### src/rtl/bus_err_arb.sv
// rtl/bus_err_arb.sv - round-robin merge of per-source error reports; optional drop counter via BUS_ERR_ARB_DROP_CNT_EN
module bus_err_arb #(
    parameter int NumSrc    = 4,
    parameter int AddrWidth = 48,
    parameter int ErrBits   = 3,
    parameter int CntWidth  = 8
) (
    input  logic                          clk_i,
    input  logic                          rst_ni,
    input  logic [NumSrc-1:0]             src_valid_i,
    input  logic [NumSrc*AddrWidth-1:0]   src_addr_i,
    input  logic [NumSrc*ErrBits-1:0]     src_code_i,
    output logic                          out_valid_o,
    input  logic                          out_ready_i,
    output logic [AddrWidth-1:0]          out_addr_o,
    output logic [ErrBits-1:0]            out_code_o,
    output logic [$clog2(NumSrc)-1:0]     out_src_o,
    output logic [NumSrc-1:0]             drop_o,
    input  logic                          cnt_clr_i,
    output logic [CntWidth-1:0]           drop_cnt_o
);
    localparam int SrcW = $clog2(NumSrc);

    logic [NumSrc-1:0]    slot_vld_q, slot_vld_d;
    logic [AddrWidth-1:0] slot_addr_q [NumSrc];
    logic [AddrWidth-1:0] slot_addr_d [NumSrc];
    logic [ErrBits-1:0]   slot_code_q [NumSrc];
    logic [ErrBits-1:0]   slot_code_d [NumSrc];

    logic                 out_vld_q, out_vld_d;
    logic [AddrWidth-1:0] out_addr_q, out_addr_d;
    logic [ErrBits-1:0]   out_code_q, out_code_d;
    logic [SrcW-1:0]      out_src_q, out_src_d;
    logic [SrcW-1:0]      last_q, last_d;

    logic                 load;
    logic                 gnt_any;
    logic [SrcW-1:0]      gnt_idx;
    logic [SrcW-1:0]      cand;
    logic [NumSrc-1:0]    grant;
    logic [NumSrc-1:0]    drop;

    assign load = !out_vld_q || out_ready_i;

    // Search starts one past the last winner so every source gets a turn.
    always_comb begin
        grant   = '0;
        gnt_any = 1'b0;
        gnt_idx = '0;
        cand    = '0;
        for (int k = 1; k <= NumSrc; k++) begin
            cand = SrcW'((int'(last_q) + k) % NumSrc);
            if (load && !gnt_any && slot_vld_q[cand]) begin
                gnt_any = 1'b1;
                gnt_idx = cand;
            end
        end
        if (gnt_any) begin
            grant[gnt_idx] = 1'b1;
        end
    end

    // A slot being drained this cycle can accept a new report at the same time.
    always_comb begin
        slot_vld_d  = slot_vld_q;
        slot_addr_d = slot_addr_q;
        slot_code_d = slot_code_q;
        drop        = '0;
        for (int i = 0; i < NumSrc; i++) begin
            if (grant[i]) begin
                slot_vld_d[i] = 1'b0;
            end
            if (src_valid_i[i]) begin
                if (!slot_vld_q[i] || grant[i]) begin
                    slot_vld_d[i]  = 1'b1;
                    slot_addr_d[i] = src_addr_i[i*AddrWidth +: AddrWidth];
                    slot_code_d[i] = src_code_i[i*ErrBits +: ErrBits];
                end else begin
                    drop[i] = 1'b1;
                end
            end
        end
    end

    always_comb begin
        out_vld_d  = out_vld_q;
        out_addr_d = out_addr_q;
        out_code_d = out_code_q;
        out_src_d  = out_src_q;
        last_d     = last_q;
        if (load) begin
            out_vld_d = gnt_any;
            if (gnt_any) begin
                out_addr_d = slot_addr_q[gnt_idx];
                out_code_d = slot_code_q[gnt_idx];
                out_src_d  = gnt_idx;
                last_d     = gnt_idx;
            end
        end
    end

    always_ff @(posedge clk_i) begin
        if (!rst_ni) begin
            slot_vld_q <= '0;
            for (int i = 0; i < NumSrc; i++) begin
                slot_addr_q[i] <= '0;
                slot_code_q[i] <= '0;
            end
            out_vld_q  <= 1'b0;
            out_addr_q <= '0;
            out_code_q <= '0;
            out_src_q  <= '0;
            last_q     <= SrcW'(NumSrc - 1);
        end else begin
            slot_vld_q  <= slot_vld_d;
            slot_addr_q <= slot_addr_d;
            slot_code_q <= slot_code_d;
            out_vld_q   <= out_vld_d;
            out_addr_q  <= out_addr_d;
            out_code_q  <= out_code_d;
            out_src_q   <= out_src_d;
            last_q      <= last_d;
        end
    end

    assign out_valid_o = out_vld_q;
    assign out_addr_o  = out_addr_q;
    assign out_code_o  = out_code_q;
    assign out_src_o   = out_src_q;
    assign drop_o      = drop;

`ifdef BUS_ERR_ARB_DROP_CNT_EN
    localparam int SumW = CntWidth + 5;

    logic [CntWidth-1:0] drop_cnt_q, drop_cnt_d;
    logic [SumW-1:0]     cnt_sum;

    // Extra headroom bits let overflow be detected before clamping.
    always_comb begin
        cnt_sum = SumW'(drop_cnt_q);
        for (int i = 0; i < NumSrc; i++) begin
            cnt_sum = cnt_sum + SumW'(drop[i]);
        end
        if (cnt_clr_i) begin
            drop_cnt_d = '0;
        end else if (|cnt_sum[SumW-1:CntWidth]) begin
            drop_cnt_d = '1;
        end else begin
            drop_cnt_d = cnt_sum[CntWidth-1:0];
        end
    end

    always_ff @(posedge clk_i) begin
        if (!rst_ni) begin
            drop_cnt_q <= '0;
        end else begin
            drop_cnt_q <= drop_cnt_d;
        end
    end

    assign drop_cnt_o = drop_cnt_q;
`else
    logic unused_cnt_clr;
    assign unused_cnt_clr = cnt_clr_i;
    assign drop_cnt_o     = '0;
`endif

endmodule

### config.mk
export PLATFORM = sky130hd
export DESIGN_NAME = bus_err_arb
export DESIGN_NICKNAME = d
export VERILOG_FILES = /design/src/rtl/bus_err_arb.sv
export SDC_FILE = /design/constraint.sdc
export NUM_CORES = 1
export LEC_CHECK = 0
export ABC_CLOCK_PERIOD_IN_PS = 2100
export CELL_PAD_IN_SITES_DETAIL_PLACEMENT = 0
export CELL_PAD_IN_SITES_GLOBAL_PLACEMENT = 1
export CORE_ASPECT_RATIO = 0.8
export CORE_MARGIN = 2
export CORE_UTILIZATION = 35
export CTS_BUF_LIST = sky130_fd_sc_hd__clkbuf_8
export CTS_CLUSTER_SIZE = 10
export DETAILED_ROUTE_END_ITERATION = 6
export GPL_TIMING_DRIVEN = 0
export HOLD_SLACK_MARGIN = 0.08
export PLACE_DENSITY = 0.77
export SYNTH_ARGS = -nofsm -noshare
export SYNTH_HDL_FRONTEND = slang
export SYNTH_SLANG_ARGS = --single-unit
### constraint.sdc
create_clock -name clk_i -period 2.1 [get_ports clk_i]
set_clock_uncertainty 0.2 [all_clocks]
set_input_delay 0.42 -clock clk_i [delete_from_list [all_inputs] [get_ports clk_i]]
set_output_delay 0.42 -clock clk_i [all_outputs]
set_load 0.02 [all_outputs]
======== Word-level counts from Yosys, hierarchy flattened ========
Cells that the tools add are included.
storage, ports and cells
  bits in registers ....................... 264
  word-level logic and storage cells ...... 97
  input bits .............................. 212
  output and inout bits ................... 66
cells by class
  muxes and demuxes ....................... 45
  bitwise logic cells ..................... 1
  $lt $le $gt $ge ......................... 7
  reductions and logical operators ........ 26
  add/subtract/negate cells ............... 4
operator list
  cell                   number
  $bmux W48 S2           1
  $mux W48               2
  $mux W1                29
  $lt A2 B3 Y1 const B   5
  $reduce_and A2 Y1      5
  $bmux W1 S2            4
  $logic_and A1 B1 Y1    8
  $logic_not A1 Y1       8
  $mux W2                4
  $bmux W3 S2            1
  $mux W3                2
  $logic_or A1 B1 Y1     5
  $add A2 B1 Y2 const B  2
  $add A2 B2 Y2 const B  2
  $mux W4                1
  $ge A3 B3 Y1 const B   1
  $not A2 Y3             1
  $demux W1 S2           1
  $ge A2 B1 Y1 const B   1

======== Longest topological paths before layout ========
Gate-level depths: netlist of the first run.
  word-level depth ........................ 25
  mapped depth ............................ 8
  depth with buffers taken out ............ 5

======== Worst setup path before layout of the first run ========
No wires, ideal clock.
  path kind ............................... reg2out
  from .................................... reg slot_vld_q[1]
  to ...................................... out drop_o[1]
  data required time ...................... 1.480 ns
  arrival ................................. 1.448 ns
  slack ................................... 0.032 ns
  buffers on the path ..................... 0
  cell stages (with the launch flop) ...... 6
  cells stage by stage .................... dfxtp_1 or2_1 a311o_1 nor2_1 o31a_1 and2_1
between the ends
  longest elaborated chain between the ends .. 24
  elaborated cells between the ends (all ways) .. 36
  those cells by class .................... order compare: 2; mux: 21; reduce/logical: 13
ends and longest elaborated chain
  item                                                                RTL line  RTL
  start, declared                                                     24        logic [NumSrc-1:0] slot_vld_q, slot_vld_d;
  start signal, assigned                                              115       slot_vld_q <= slot_vld_d;
  $bmux W1 S2                                                         53        if (load && !gnt_any && slot_vld_q[cand]) begin
  $mux W1 (not written as such)                                       53
  $logic_and A1 B1 Y1                                                 53
  $mux W1                                                             53
  $logic_not A1 Y1                                                    53
  $logic_and A1 B1 Y1 (2 in series)                                   53
  $mux W1                                                             53
  $logic_not A1 Y1                                                    53
  [... 7 more ...]                                                    n/a
  $lt A2 B3 Y1 (not written as such) or $ge A2 B1 Y1 (tied branches)  59        grant[gnt_idx] = 1'b1;
  $logic_and A1 B1 Y1 (not written as such)                           59
  $mux W1 (not written as such)                                       59
  $demux W1 S2                                                        59
  $mux W4                                                             58        if (gnt_any) begin
  $logic_or A1 B1 Y1 (*)                                              74        if (!slot_vld_q[i] || grant[i]) begin
  $mux W1 (*)                                                         74
  $mux W1 (*)                                                         73        if (src_valid_i[i]) begin
  end, declared                                                       18        output logic [NumSrc-1:0] drop_o,
Every way passes the cells marked *; elsewhere a longest branch is shown, timed or not. The select of a mux whose other input is x is not followed.

======== Final worst setup path of the first run ========
  from .................................... reg slot_vld_q[1]
  to ...................................... out drop_o[3]
between the ends
  longest elaborated chain between the ends .. 24
  elaborated cells between the ends (all ways) .. 35
  those cells by class .................... order compare: 2; mux: 21; reduce/logical: 12
ends and longest elaborated chain
  item                                                                RTL line
  $bmux W1 S2                                                         53
  $mux W1 (not written as such)                                       53
  $logic_and A1 B1 Y1                                                 53
  $mux W1                                                             53
  $logic_not A1 Y1                                                    53
  $logic_and A1 B1 Y1 (2 in series)                                   53
  $mux W1                                                             53
  $logic_not A1 Y1                                                    53
  [... 7 more ...]                                                    n/a
  $lt A2 B3 Y1 (not written as such) or $ge A2 B1 Y1 (tied branches)  59
  $logic_and A1 B1 Y1 (not written as such)                           59
  $mux W1 (not written as such)                                       59
  $demux W1 S2                                                        59
  $mux W4 (*)                                                         58
  $logic_or A1 B1 Y1 (*)                                              74
  $mux W1 (*)                                                         74
  $mux W1 (*)                                                         73
Marked as above.

==> results.sh, run 1 <==
export IMPL_avgSynthCellArea_um2=9.27
export IMPL_vdd_drop_max_v=0.000379
export IMPL_rsz0062_at_grt="yes"
export IMPL_yosys_area_top_type_share_pct=45.7
export IMPL_via_count=10400
export IMPL_vias_per_cell=4.99
export IMPL_drt_pre_antenna_iters=5
export IMPL_power_density_nw_per_um2=838
export IMPL_clock_sinks=264
export IMPL_dp_hpwl_um=28500
export IMPL_worstPathRequired_ns=1.48
export IMPL_htreeDepth=2
export IMPL_synth_area_um2=11600
export IMPL_clock_fmax_mhz=366
export IMPL_core_area_um2=32600
export IMPL_startpoint_type="flop"
export IMPL_final_nets=1830
export IMPL_gp_congestion=0.848
export IMPL_numCtsBuffers=45
export IMPL_p_leak_nw=7.44
export IMPL_drive_gt1_share_pct=19.5
export IMPL_clock_latency_ns=0.56
export IMPL_finalSetupViolCount=313
export IMPL_maxSlewViolCount=0
export IMPL_final_core_util_pct=55.4
export IMPL_min_delay_start="src_addr_i[120]"
export IMPL_hold_path_class="primary input to flop"
export IMPL_grt_ovfl_total=0
export IMPL_worstMarginPinSlew_ns=1.04
export IMPL_crit_type="flop to output pin"
export IMPL_ys_seq_elements=264
export IMPL_grt_start_max_net_pins=12
export IMPL_netlist_instances=1249
export IMPL_ff_latch_area_um2=5310
export IMPL_stdcell_count=2078
export IMPL_netlist_top_cells_area="dfxtp_1 46%, mux2i_1 26%, nand2_1 15%"
export IMPL_ys_seq_area_share_pct=45.7
export IMPL_fp_dieW_um=207
export IMPL_layout_common_cells="464 x nand2_1, 263 x clkdlybuf4s50_1, 257 x dfxtp_1"
export IMPL_layout_commonest_cell="nand2_1"
export IMPL_io_pins=278
export IMPL_die_h_um=167
export IMPL_setup_slack_ns=-0.632
export IMPL_worst_path_max_fanout=5
export IMPL_start_util_pct=35.5
export IMPL_maxCapViolCount=0
export IMPL_synthFlopType="dfxtp_1"
export IMPL_worst_r2r_cell_count=8
export IMPL_grt_usage_pct=22.7
export IMPL_avgRoutedWirePerCell_um=20.2
export IMPL_placed_cell_area_um2=14800
export IMPL_r2r_slack_ns=-0.33
export IMPL_grt_pass1_vias=10500
export IMPL_rr_endpoint="slot_addr_q[47]$_SDFFE_PN0P_"
export IMPL_drc_errors=0
export IMPL_design_area_um2=18000
export IMPL_endpoint="drop_o[3]"
export IMPL_ant_nets=0
export IMPL_critPathLaunch="slot_vld_q[1]$_SDFF_PN0_"
export IMPL_cts_root_buf="clkbuf_8"
export IMPL_std_cell_rows=59
export IMPL_end_kind="output pin"
export IMPL_clkSlewWorstSetupHoldPaths_ns=0.07
export IMPL_clockBufferDepth=3
export IMPL_yosys_area_top_type="dfxtp_1"
export IMPL_yosysUniqueCellTypes=37
export IMPL_status="finished, violations left"
export IMPL_violations="setup timing"
export IMPL_area_delta_synth_final_pct=55.9
export IMPL_multiInputGateArea_um2=6570
export IMPL_dieArea_um2=34500
export IMPL_antenna_found_initial=2
export IMPL_hold_slack_ns=0.207
export IMPL_worstReg2RegStart="slot_vld_q[1]$_SDFF_PN0_"
export IMPL_arrival_ns=2.11
export IMPL_dp_cells=1950
export IMPL_tns_ns=-50.80
export IMPL_fillers=2834
export IMPL_grt_pass1_wl_um=61300
export IMPL_final_hold_violation_count=0
export IMPL_relSlewSlack_pct=30.4
export IMPL_yosys_warnings=0
export IMPL_drt_wl_total_um=42000
export IMPL_post_route_min_period_ns=2.73
export IMPL_async_flop_share_pct=0
export IMPL_first_iter_violations=511
export IMPL_io_buffers=267
export IMPL_cts_tree="yes"
export IMPL_synth_edf_count=0
export IMPL_post_route_period_util_pct=130
==> worst max-delay path, stage by stage, from the launching register on <==
cell,delay [ns]
dfxtp_4,0.37
or2_1,0.21
a311o_1,0.37
buf_4,0.16
o21a_1,0.18
and2_4,0.14
buf_6,0.12
==> worst min-delay path by stage <==
| stage | end | slack [ns] | cells past startpoint |
|---|---|---|---|
| floorplan | slot_addr_q[0]$_SDFFE_PN0P_ | 0.23 | 2 |
| global placement | slot_addr_q[105]$_SDFFE_PN0P_ | 0.24 | 2 |
| detailed placement | slot_addr_q[2]$_SDFFE_PN0P_ | 0.25 | 2 |
| CTS | slot_addr_q[22]$_SDFFE_PN0P_ | 0.17 | 3 |
| global route | slot_addr_q[22]$_SDFFE_PN0P_ | 0.20 | 3 |
| finish | slot_addr_q[72]$_SDFFE_PN0P_ | 0.21 | 3 |
==> Yosys cell counts, drive strengths merged (2+ instances only) <==
cell type / instances
a21oi: 7
a311o: 2
and2: 4
buf: 49
clkbuf: 57
dfxtp: 264
inv: 5
mux2i: 306
nand2: 466
nand2b: 3
nor2: 8
nor2b: 4
o211a: 2
o21a: 3
o221ai: 51
or2: 4
==> cell type report <==
class | instances | share of cell area [%]
multi-input cells | 881 | 36.4
inverters | 5 | 0.104
repair buffers | 316 | 19.4
flip-flops and latches | 264 | 29.4
plain buffers | 105 | 6.41
diodes | 2 | 0.0277
well taps | 427 | 2.96
clock inverters | 12 | 0.291
clock buffers | 66 | 5.03
==> report_power, final <==
group	switching [mW]	internal, mW
combinational	2.00	2.39
sequential	0.360	5.50
clock	2.11	2.75
total	4.47	10.6
==> per-stage QoR <==
step | total power, mW | setup WS [ns]
5_1_grt | 15.7 | -0.712
6_report | 15.1 | -0.632
2_1_floorplan | 7.67 | 0.0321
3_5_place_dp | 8.94 | -1.38
4_1_cts | 14.4 | -0.659
3_3_place_gp | 8.90 | -1.40
==> metal layers <==
metal	track usage (%)	vias up	part of all wire, %
met2	36.4	360	45
met4	4.07	0	1.6
li1	-	4949	-
met3	4.11	46	5.9
met1	32.1	5011	48
met5	0	-	0
==> cells by family (layout without fill, tap and decap cells) <==
family                 Yosys count  after routing  share of synthesized area [%]
AOI/OAI and AO/OA               72             72                           5.21
buffers and inverters          111            504                           6.01
DFF                            264            264                           45.7
muxes                          306            306                           26.5
other                            1             10                         0.0324
and+or+nand+nor                495            495                           16.6
==> registers in the layout, indices dropped and copies added (netlist names) <==
| name | cells |
|---|---|
| out_code_o | 3 |
| slot_vld_q | 4 |
| out_src_o | 2 |
| out_valid_o | 1 |
| out_addr_o | 48 |
| last_q | 2 |
| slot_addr_q | 192 |
| slot_code_q | 12 |
==> timing repair <==
| item | 4_1_cts | 5_1_grt |
|---|---|---|
| setup endpoints to repair | 314 | 313 |
| hold buffers | 0 | 0 |
| resized for setup | 205 | 146 |
| cloned | 8 | 11 |
| buffers inserted | 21 | 12 |
| pin swaps | 47 | 25 |
No activity file was read; power rests on OpenSTA's default activity.
==> inputs of run 2 (changes only) <==
--- a/config.mk
+++ b/config.mk
@@ -5,6 +5,7 @@
 export SDC_FILE = /design/constraint.sdc
 export NUM_CORES = 1
 export LEC_CHECK = 0
+export ABC_AREA = 0
 export ABC_CLOCK_PERIOD_IN_PS = 2100
 export CELL_PAD_IN_SITES_DETAIL_PLACEMENT = 0
 export CELL_PAD_IN_SITES_GLOBAL_PLACEMENT = 1
@@ -17,6 +18,7 @@
 export GPL_TIMING_DRIVEN = 0
 export HOLD_SLACK_MARGIN = 0.08
 export PLACE_DENSITY = 0.77
+export SKIP_CTS_REPAIR_TIMING = 1
 export SYNTH_ARGS = -nofsm -noshare
 export SYNTH_HDL_FRONTEND = slang
 export SYNTH_SLANG_ARGS = --single-unit
==> results.sh, run 2 (synthesis results as in run 1) <==
export IMPL_status="finished, violations left"
export IMPL_violations="setup timing"
export IMPL_finalSetupViolCount=310
export IMPL_grt_ovfl_total=0
export IMPL_numCtsBuffers=45
export IMPL_grt_pass1_wl_um=58900
export IMPL_pwr_share_comb_pct=23.8
export IMPL_hold_slack_ns=0.215
export IMPL_post_route_period_util_pct=132
export IMPL_vias_per_cell=4.86
export IMPL_dieArea_um2=34500
export IMPL_core_area_um2=32600
export IMPL_io_pins=278
export IMPL_drive_gt1_share_pct=10.8
export IMPL_gp_congestion=0.848
export IMPL_worstMarginPinSlew_ns=1.01
export IMPL_grt_usage_pct=21.8
export IMPL_vdd_drop_max_v=0.000331
export IMPL_cpMaxStageDelayCell="a311o_2"
export IMPL_post_route_min_period_ns=2.77
export IMPL_setup_slack_ns=-0.665
export IMPL_worst_path_max_fanout=7
export IMPL_layout_common_cells="464 x nand2_1, 304 x mux2i_1, 263 x clkdlybuf4s50_1"
export IMPL_finalPower_mw=13.9
export IMPL_relSlewSlack_pct=32.7
export IMPL_grt_pass1_vias=10200
export IMPL_maxCapViolCount=0
export IMPL_std_cell_rows=59
export IMPL_p_int_mw=9.93
export IMPL_cts_tree="yes"
export IMPL_htreeDepth=2
export IMPL_p_switching_mw=4.02
export IMPL_final_nets=1794
export IMPL_drc_errors=0
export IMPL_cts_root_buf="clkbuf_8"
export IMPL_power_density_nw_per_um2=858
export IMPL_clockBufferDepth=3
export IMPL_clock_fmax_mhz=362
export IMPL_fillers=3036
export IMPL_final_core_util_pct=49.9
export IMPL_tns_ns=-52.08
export IMPL_clkSlewWorstSetupHoldPaths_ns=0.06
export IMPL_drt_wl_total_um=38900
export IMPL_start_util_pct=35.5
export IMPL_ant_nets=0
export IMPL_maxSlewViolCount=0
export IMPL_area_delta_synth_final_pct=40.4
export IMPL_arrival_ns=2.15
export IMPL_worstPathCellList="or2_1 > a311o_2 > nor2_4 > o31a_1 > and2_4 > buf_6"
export IMPL_clockPowerShare_pct=34.7
export IMPL_grt_start_max_net_pins=12
export IMPL_largest_reg_flops=192
export IMPL_rsz0062_at_grt="yes"
export IMPL_startpoint_type="flop"
export IMPL_antenna_found_initial=2
export IMPL_end_kind="output pin"
export IMPL_via_count=9921
export IMPL_cpPeakStageDelay_ns=0.45
export IMPL_worstPathRequired_ns=1.48
export IMPL_dp_hpwl_um=28500
export IMPL_layout_commonest_cell="nand2_1"
export IMPL_clock_sinks=264
export IMPL_first_iter_violations=561
export IMPL_fp_dieW_um=207
export IMPL_clock_latency_ns=0.56
export IMPL_io_buffers=267
export IMPL_hold_path_class="primary input to flop"
export IMPL_drt_pre_antenna_iters=5
export IMPL_die_h_um=167
export IMPL_crit_type="flop to output pin"
export IMPL_p_leak_nw=7.02
export IMPL_top_register="slot_addr_q"
export IMPL_power_frac_seq_pct=41.5
export IMPL_sw_frac_of_total_pct=28.8
export IMPL_final_hold_violation_count=0
export IMPL_avgRoutedWirePerCell_um=19.1
-- run 2: cell types whose count changed in the layout (fill, tap and decap cells not counted), moves of 21 or more --
cell	before	now
o221ai_2	48	0
buf_12	38	17
o221ai_1	2	51
mux2i_1	250	304
mux2i_4	28	0
mux2i_2	28	2
-- run 2: final timing paths --
path / start / end / slack, ns / cells past startpoint
worst max-delay path: slot_vld_q[1]$_SDFF_PN0_ / drop_o[1] / -0.67 / 6
worst min-delay path: src_addr_i[166] / slot_addr_q[22]$_SDFFE_PN0P_ / 0.22 / 3
worst max register to register: slot_vld_q[1]$_SDFF_PN0_ / slot_addr_q[65]$_SDFFE_PN0P_ / -0.30 / 8
worst min register to register: slot_addr_q[29]$_SDFFE_PN0P_ / slot_addr_q[29]$_SDFFE_PN0P_ / 0.25 / 2
-- run 2: layout make-up --
| cell class | count | area (um2) | share of cell area [%] |
|---|---|---|---|
| Multi-Input combinational cell | 881 | 5730 | 35.3 |
| Sequential cell | 264 | 5300 | 32.6 |
| Timing Repair Buffer | 280 | 2830 | 17.4 |
| Clock buffer | 66 | 908 | 5.59 |
| Buffer | 105 | 872 | 5.37 |
| Tap cell | 427 | 534 | 3.29 |
| Clock inverter | 12 | 52.6 | 0.323 |
| Inverter | 5 | 18.8 | 0.116 |
| Antenna cell | 1 | 2.50 | 0.0154 |
-- run 2: metrics by stage --
step	cell area, um2	setup WS (ns)	cells
after floorplan	11600	0.0321	1256
after global placement	14800	-1.40	1950
after detailed placement	14800	-1.38	1950
after CTS	15800	-1.31	2028
after global routing	16200	-0.759	2040
final	16200	-0.665	2041
-- run 2: worst max-delay path, delay by kind of cell (launching register included) --
kind,cells,cell delay [ns]
DFF,1,0.37
AOI/OAI and AO/OA,2,0.63
and+or+nand+nor,3,0.49
buffers and inverters,1,0.10
-- run 2: power by group through the flow --
stage	clock [mW]	sequential, mW	combinational, mW
4_1_cts	4.94	5.78	3.07
5_1_grt	5.19	5.84	3.55
2_1_floorplan	0	5.92	1.75
6_report	4.84	5.79	3.32
3_3_place_gp	0	5.87	3.04
3_5_place_dp	0	5.88	3.06
-- run 2: per-layer routing --
metal / vias up / wire length [um] / GRT usage, %
met1: 4690 / 18900 / 31.0
li1: 4868 / - / -
met2: 322 / 17300 / 34.4
met4: 2 / 435 / 4.07
met3: 39 / 2330 / 4.21
met5: - / 13 / 0
==> inputs of run 3 (changes only) <==
--- a/config.mk
+++ b/config.mk
@@ -16,8 +16,8 @@
 export CTS_CLUSTER_SIZE = 10
 export DETAILED_ROUTE_END_ITERATION = 6
 export GPL_TIMING_DRIVEN = 0
-export HOLD_SLACK_MARGIN = 0.08
 export PLACE_DENSITY = 0.77
+export REMOVE_ABC_BUFFERS = 1
 export SKIP_CTS_REPAIR_TIMING = 1
 export SYNTH_ARGS = -nofsm -noshare
 export SYNTH_HDL_FRONTEND = slang
==> results.sh, run 3 (synthesis results as in run 1) <==
export IMPL_fp_dieW_um=207
export IMPL_cpMaxStageDelayCell="a2111oi_0"
export IMPL_post_route_period_util_pct=133
export IMPL_setup_slack_ns=-0.700
export IMPL_post_route_min_period_ns=2.80
export IMPL_top_register="slot_addr_q"
export IMPL_pre_cts_slack_ns=-1.41
export IMPL_maxCapViolCount=0
export IMPL_fillers=2955
export IMPL_worst_path_buf_inv=1
export IMPL_worstMarginPinSlew_ns=0.670
export IMPL_worst_r2r_cell_count=11
export IMPL_ff_latch_area_um2=5300
export IMPL_end_kind="output pin"
export IMPL_grt_pass1_wl_um=51500
export IMPL_critPathLaunch="last_q[0]$_SDFFE_PN1P_"
export IMPL_min_delay_start="rst_ni"
export IMPL_dieArea_um2=34500
export IMPL_core_area_um2=32600
export IMPL_cpPeakStageDelay_ns=0.50
export IMPL_cts_tree="yes"
export IMPL_final_core_util_pct=52.8
export IMPL_crit_type="flop to output pin"
export IMPL_arrival_ns=2.18
export IMPL_gp_congestion=0.741
export IMPL_worstPathRequired_ns=1.48
export IMPL_power_density_nw_per_um2=824
export IMPL_finalSetupViolCount=250
export IMPL_hold_path_class="primary input to flop"
export IMPL_std_cell_rows=59
export IMPL_multiInputGateArea_um2=5880
export IMPL_drt_wl_total_um=37700
export IMPL_worst_path_max_fanout=4
export IMPL_grt_usage_pct=18.4
export IMPL_grt_start_max_net_pins=154
export IMPL_clock_fmax_mhz=357
export IMPL_relSlewSlack_pct=55.4
export IMPL_clkSlewWorstSetupHoldPaths_ns=0.06
export IMPL_status="finished, violations left"
export IMPL_io_buffers=268
export IMPL_drt_pre_antenna_iters=5
export IMPL_maxSlewViolCount=0
export IMPL_vias_per_cell=4.84
export IMPL_area_delta_synth_final_pct=48.5
export IMPL_p_leak_nw=8.38
export IMPL_worstPathCellList="nand2b_4 > a2111oi_0 > a311o_1 > and2_4 > buf_6"
export IMPL_drc_errors=0
export IMPL_io_pins=278
export IMPL_final_nets=1799
export IMPL_start_util_pct=35.5
export IMPL_htreeDepth=2
export IMPL_whs_endpoint="slot_addr_q[123]$_SDFFE_PN0P_"
export IMPL_drive_gt1_share_pct=13.3
export IMPL_rr_endpoint="slot_addr_q[132]$_SDFFE_PN0P_"
export IMPL_avgRoutedWirePerCell_um=18.4
export IMPL_stdcell_count=2043
export IMPL_final_hold_violation_count=0
export IMPL_clockBufferDepth=3
export IMPL_grt_ovfl_total=0
export IMPL_violations="setup timing"
export IMPL_r2r_slack_ns=-0.40
export IMPL_cts_root_buf="clkbuf_8"
export IMPL_layout_commonest_cell="nand2_1"
export IMPL_largest_reg_flops=192
export IMPL_vdd_drop_max_v=0.000399
export IMPL_die_h_um=167
export IMPL_ant_nets=0
export IMPL_first_iter_violations=496
export IMPL_dp_cells=1871
export IMPL_crit_family="compound AO/OA/AOI/OAI gates"
export IMPL_via_count=9891
export IMPL_dp_hpwl_um=21500
export IMPL_clock_latency_ns=0.58
export IMPL_hold_depth=3
export IMPL_startpoint_type="flop"
export IMPL_numCtsBuffers=45
export IMPL_grt_pass1_vias=9452
export IMPL_rsz0062_at_grt="yes"
export IMPL_worstReg2RegStart="slot_vld_q[1]$_SDFF_PN0_"
export IMPL_clock_sinks=264
export IMPL_layout_common_cells="464 x nand2_1, 303 x mux2i_1, 259 x dfxtp_1"
export IMPL_antenna_found_initial=1
-- run 3: layout make-up --
class	instances	area share [%]
well taps	427	3.11
multi-input cells	885	34.2
inverters	5	0.109
flip-flops and latches	264	30.8
clock inverters	21	0.546
repair buffers	386	27.0
clock buffers	52	4.17
diodes	3	0.0437
-- run 3: power by group --
part           switching, mW  leakage, nW  total, mW  internal (mW)
combinational           1.83         5.73       4.07           2.24
sequential             0.262         2.17       5.76           5.50
clock                   2.10        0.478       4.33           2.23
total                   4.19         8.38       14.2           9.97
-- run 3: how the worst max path moves through the flow --
stage	to	slack, ns	depth (start not counted)
final	drop_o[0]	-0.70	5
after global routing	drop_o[0]	-0.79	5
after CTS	drop_o[1]	-1.50	6
after detailed placement	out_addr_o[40]$_SDFFE_PN0P_	-1.41	6
after global placement	out_addr_o[20]$_SDFFE_PN0P_	-14.26	5
after floorplan	out_addr_o[18]$_SDFFE_PN0P_	-5.28	5
-- run 3: through the flow --
stage / TNS, ns / hold WS (ns) / instance area [um2] / power (mW)
after global placement: -2809.06 / 0.241 / 14100 / 9.09
after CTS: -164.12 / 0.136 / 15700 / 13.4
after floorplan: -953.04 / 0.234 / 10900 / 7.70
after global routing: -70.08 / 0.0783 / 17200 / 14.8
final: -52.63 / 0.0662 / 17200 / 14.2
after detailed placement: -245.94 / 0.247 / 14800 / 9.04
-- run 3: routing by layer --
layer,vias to the layer above,part of all wire (%),track usage [%]
met5,-,0,0
met4,0,1.8,4.57
met3,53,6.8,5.53
met2,269,46,28.9
met1,4680,45,24.7
li1,4889,-,-
-- run 3: tightest hold or removal path, delay by kind of cell --
kind / cells / cell delay [ns]
mux: 1 / 0.05
simple gates: 1 / 0.11
buf+inv: 1 / 0.20
